--- src/rtl/uart_pkg.sv ---
// Shared UART definitions: state encoding, frame constants and parity helper.
// Used by both the transmitter and the receiver.
package uart_pkg;

  typedef enum logic [2:0] {
    IDLE   = 3'd0,
    START  = 3'd1,
    DATA   = 3'd2,
    PARITY = 3'd3,
    STOP   = 3'd4
  } tx_state_t;

  localparam int DATA_BITS            = 8;
  localparam int DEFAULT_CLKS_PER_BIT = 434;

  function automatic logic even_parity(input logic [7:0] d);
    return ^d;
  endfunction

endpackage

--- src/rtl/uart_baud_cnt.sv ---
// Baud-rate counter: counts 0..CLKS_PER_BIT-1 while enabled, tick on terminal count.
// clr has priority and restarts the bit period from zero.
module uart_baud_cnt #(
  parameter int CLKS_PER_BIT = 434,
  parameter int CNT_W        = 16
) (
  input  logic clk,
  input  logic rst_n,
  input  logic clr,
  input  logic en,
  output logic tick
);

  localparam logic [CNT_W-1:0] TERM = CNT_W'(CLKS_PER_BIT - 1);
  localparam logic [CNT_W-1:0] ONE  = CNT_W'(1);

  logic [CNT_W-1:0] cnt;

  assign tick = en && (cnt == TERM);

  always_ff @(posedge clk or negedge rst_n) begin
    if (!rst_n) begin
      cnt <= '0;
    end else if (clr || tick) begin
      cnt <= '0;
    end else if (en) begin
      cnt <= cnt + ONE;
    end else begin
      cnt <= cnt;
    end
  end

endmodule

--- src/rtl/uart_tx.sv ---
// 8N1 UART transmitter; define UART_TX_PARITY_EN to add an even-parity bit (8E1).
// All outputs are registered; the baud counter runs only while a frame is active.
module uart_tx
  import uart_pkg::*;
#(
  parameter int CLKS_PER_BIT = DEFAULT_CLKS_PER_BIT,
  parameter int CNT_W        = 16
) (
  input  logic       clk,
  input  logic       rst_n,
  input  logic       trmt,
  input  logic [7:0] tx_data,
  output logic       TX,
  output logic       busy,
  output logic       tx_done
);

  localparam logic [2:0] LAST_IDX = 3'(DATA_BITS - 1);

  tx_state_t  state;
  logic [7:0] shift;
  logic [2:0] idx;
  logic       tick;
  logic       accept;
`ifdef UART_TX_PARITY_EN
  logic       par;
`endif

  assign accept = (state == IDLE) && trmt;

  uart_baud_cnt #(
    .CLKS_PER_BIT(CLKS_PER_BIT),
    .CNT_W       (CNT_W)
  ) u_baud (
    .clk  (clk),
    .rst_n(rst_n),
    .clr  (accept),
    .en   (state != IDLE),
    .tick (tick)
  );

  // Frame sequencer; TX is registered so each bit lines up with the baud tick.
  always_ff @(posedge clk or negedge rst_n) begin
    if (!rst_n) begin
      state   <= IDLE;
      TX      <= 1'b1;
      busy    <= 1'b0;
      tx_done <= 1'b0;
      shift   <= 8'hFF;
      idx     <= 3'd0;
`ifdef UART_TX_PARITY_EN
      par     <= 1'b0;
`endif
    end else begin
      tx_done <= 1'b0;
      case (state)
        IDLE: begin
          if (trmt) begin
            state <= START;
            busy  <= 1'b1;
            TX    <= 1'b0;
            shift <= tx_data;
            idx   <= 3'd0;
`ifdef UART_TX_PARITY_EN
            par   <= even_parity(tx_data);
`endif
          end
        end
        START: begin
          if (tick) begin
            state <= DATA;
            TX    <= shift[0];
          end
        end
        DATA: begin
          if (tick) begin
            shift <= {1'b1, shift[7:1]};
            if (idx == LAST_IDX) begin
`ifdef UART_TX_PARITY_EN
              state <= PARITY;
              TX    <= par;
`else
              state <= STOP;
              TX    <= 1'b1;
`endif
            end else begin
              idx <= idx + 3'd1;
              TX  <= shift[1];
            end
          end
        end
`ifdef UART_TX_PARITY_EN
        PARITY: begin
          if (tick) begin
            state <= STOP;
            TX    <= 1'b1;
          end
        end
`endif
        STOP: begin
          if (tick) begin
            state   <= IDLE;
            busy    <= 1'b0;
            tx_done <= 1'b1;
            TX      <= 1'b1;
          end
        end
        default: begin
          state <= IDLE;
          busy  <= 1'b0;
          TX    <= 1'b1;
        end
      endcase
    end
  end

endmodule
--- config.mk ---
export PLATFORM = sky130hd
export DESIGN_NAME = uart_tx
export DESIGN_NICKNAME = d
export VERILOG_FILES = /design/src/rtl/uart_pkg.sv /design/src/rtl/uart_baud_cnt.sv /design/src/rtl/uart_tx.sv
export SDC_FILE = /design/constraint.sdc
export NUM_CORES = 1
export LEC_CHECK = 0
export ABC_AREA = 1
export CAP_MARGIN = 20
export CELL_PAD_IN_SITES_DETAIL_PLACEMENT = 1
export CELL_PAD_IN_SITES_GLOBAL_PLACEMENT = 1
export CORE_MARGIN = 2
export CORE_UTILIZATION = 46
export DETAILED_ROUTE_END_ITERATION = 8
export PLACE_DENSITY = 0.81
export SLEW_MARGIN = 20
export SYNTH_ARGS = -nofsm -noshare
export SYNTH_HDL_FRONTEND = slang
export SYNTH_SLANG_ARGS = --single-unit
--- constraint.sdc ---
create_clock -name clk -period 2.8 [get_ports clk]
set_input_delay 0.56 -clock clk [delete_from_list [all_inputs] [get_ports clk]]
set_output_delay 0.56 -clock clk [all_outputs]
set_load 0.02 [all_outputs]
==> key figures <==
Routing
  – Via count: 1501
  – Vias/cell: 4.97
  – Met3 WL: 80 um
  – Top Metal Used: met4
  – Drt wl/cell: 12.7 um
  – Remaining routing DRC violations: 0
  – Total iterations of the first detailed-routing run: 4
  – M1 wire length: 1.70 mm
  – Antenna-violating nets left: 0
  – WL final: 3.85 mm
  – Initial DRC count: 49
  – Wire length on met2: 1.98 mm

Critical path
  – Critical path fanouts, max: 2
  – Worst r2r src: u_baud.cnt[1]
  – CP arrival: 1.40 ns
  – CP Buf/Inv Count: 1
  – Worst path cell trace: clkdlybuf4s50_1
  – Crit-path max cell delay: 0.59 ns
  – Reg2Reg Setup Slack: 1.03 ns
  – Setup CP Type: reg -> out
  – Slowest-stage cell, CP: clkdlybuf4s50_1
  – WP data required: 2.24 ns
  – Worst Setup Start Kind: flip-flop
  – FF-to-FF path depth: 9
  – Delay-heaviest family, CP: buffers and inverters
  – CP endpoint kind: output port
  – R2R Path End: u_baud.cnt[4]

Power
  – Sw Pwr: 210 uW
  – Clock network fraction of design power: 0.385
  – Net Sw Frac: 0.234
  – Worst vdd ir: 280 uV
  – Leak: 1.09 nW
  – Internal Power: 688 uW
  – Pwr dens: 439 nW/um^2
  – Flop pwr share: 0.554
  – Power Total: 898 uW
  – Logic gate share of total power: 0.061

Logic synthesis
  – EDFF count, synth: 0
  – Mux cell area share after synthesis: 0
  – Simple-gate portion of the synthesized area: 0.305
  – Synth Area in Adders: 0.0280
  – Post-synth top area cell: dfrtp_1
  – Flop and latch count out of synthesis: 33
  – Top cells by count, synth: nand2_1 (63), inv_1 (31), nor2_1 (31)
  – Post-Synthesis Net Count: 250
  – Top-area cell type share of the netlist area: 0.335
  – Synth Instances: 235
  – Most numerous cell in the Yosys netlist: nand2_1
  – Post-synth cell types: 28
  – Largest family of logic cells by synthesized area: simple AND/OR/NAND/NOR gates
  – Post-synth ARST share: 1.00
  – Post-synthesis sequential area ratio: 0.468
  – Dominant cells by area after synthesis: dfrtp_1 (34%), dfstp_2 (13%), nand2_1 (13%)
  – Mapped cell area: 1790 um^2
  – Synth Area in Compound Gates: 0.0943
  – YS warnings: 0
  – Synth Area per Inst: 7.62 um^2
  – XOR/XNOR Fraction of Synth Area: 0.0196
  – Primary FF master, synth: dfrtp_1

Placement
  – GPL Wtd Cong: 0.757
  – IO buf count: 13
  – Detailed placer's ending HPWL: 2.91 mm
  – Dpl ws: 0.768 ns

Die
  – FP Rows: 22
  – Die Area: 4410 um^2
  – Initial Util: 0.485
  – Die X: 66.4 um
  – Io pins: 14
  – Core Area: 3690 um^2
  – Die Span Y: 66.4 um

Timing
  – Min Tclk post-route: 1.96 ns
  – Slew Viols, Final: 0
  – Final number of setup-violating endpoints: 0
  – Final Cycle Share: 0.699
  – Min Hold Slack: 0.472 ns
  – Rel. slew slack: 0.707
  – Max frequency: 511 MHz
  – Setup TNS: 0 ns
  – Measured slew at the worst slew-check pin: 0.440 ns
  – Final Worst Setup Slack: 0.842 ns
  – Final Hold Viols: 0
  – Worst Skew: 0.00853 ns
  – RSZ-0062 raised after global routing: false

Clock tree
  – Setup bufs post-CTS: 0
  – CTS H-tree depth: 2
  – Post-cts sizing count: 0
  – Hold buffers post-CTS: 0
  – TritonCTS Buffers: 5
  – Later-pin clock latency in the skew report: 0.28 ns
  – CTS tree: done
  – Maximum clock path buffer count: 2
  – Num Clock Sinks: 33
  – CTS Root Cell: clkbuf_8
  – Clock-pin slew on the worst setup and hold paths: 0.06 ns

Global routing
  – Initial antenna violation count: 0
  – Vias in the first global route: 1551
  – Total gr overflow: 0
  – First-pass GRT wire length: 6.87 mm
  – GRT Util Overall: 0.209
  – Largest net degree at the start of global routing: 34

Final layout
  – P&R area growth vs syn: 14.3%
  – Diode count: 0
  – Share of cells above drive strength 1: 0.110
  – NumNets Final: 268
  – Final Util: 0.555

Flow run
  – Max-cap violations: 0

Status
  – Outcome: finished, final reports clean

Hold path
  – Hold crit path type: reg -> reg
  – Worst Min Path Start: busy
  – Hold Path Stages: 2
  – WHS Endpoint: busy
## cell families (layout without fill, tap and decap cells)
group,after synthesis,after routing
AND/OR/NAND/NOR,124,124
AO/OA/AOI/OAI,33,33
buffers and inverters,37,56
adder cells (fa/ha/maj),4,4
flip-flops,33,33
XOR/XNOR,4,4
## flip-flops by register name (all words and copies together) (netlist names)
| signal | count |
|---|---|
| shift | 8 |
| u_baud.cnt | 16 |
| TX | 1 |
| busy | 1 |
| tx_done | 1 |
| state | 3 |
| idx | 3 |
## worst max-delay path by stage
| stage | endpoint | depth (start not counted) | start | slack [ns] |
|---|---|---|---|---|
| finish | TX | 1 | TX | 0.84 |
| global route | TX | 1 | TX | 0.81 |
| CTS | TX | 1 | TX | 0.83 |
| detailed placement | u_baud.cnt[2] | 6 | trmt | 0.77 |
| global placement | idx[2] | 6 | trmt | 0.82 |
| floorplan | idx[0] | 7 | idx[0] | 1.37 |
## cell usage in the layout, fill, tap and decap left out, types with 2 or more instances in the layout
cell type        instances
nand3_1                 12
clkdlybuf4s50_1         13
inv_2                    2
dfstp_2                  9
xor2_1                   4
nor2_1                  31
nand2_1                 63
inv_1                   31
clkbuf_1                 3
dfrtp_1                 24
nand2_2                  3
clkbuf_8                 5
o21ai_0                 15
nand4_1                  2
o21ai_1                  8
nor3_1                   5
nor2_2                   2
a21oi_1                  8
ha_1                     4
## cell type report
class | instances | area, um^2
Clock buffer | 8 | 80.1
Fill cell | 490 | 1640
Inverter | 34 | 130
Multi-Input combinational cell | 165 | 801
Sequential cell | 33 | 837
Tap cell | 48 | 60.1
Timing Repair Buffer | 14 | 138
## stage by stage
| stage | instances | instance area (um^2) |
|---|---|---|
| global route | 302 | 2050 |
| global placement | 294 | 1970 |
| CTS | 302 | 2050 |
| finish | 302 | 2050 |
| floorplan | 235 | 1790 |
| detailed placement | 294 | 1970 |
## layer usage
metal,vias to the layer above,global-route usage
met5,-,0
met4,0,0.0842
met3,9,0.0511
met2,13,0.361
met1,713,0.247
li1,766,-
## power by group through the flow
| stage | Sequential (mW) | Clock, mW | Combinational [mW] |
|---|---|---|---|
| 2_1_floorplan | 0.503 | 0 | 0.0247 |
| 3_3_place_gp | 0.505 | 0 | 0.0529 |
| 3_5_place_dp | 0.506 | 0 | 0.0560 |
| 4_1_cts | 0.497 | 0.356 | 0.0563 |
| 5_1_grt | 0.498 | 0.371 | 0.0643 |
| 6_report | 0.497 | 0.346 | 0.0550 |
(Power assumes the default switching activity.)
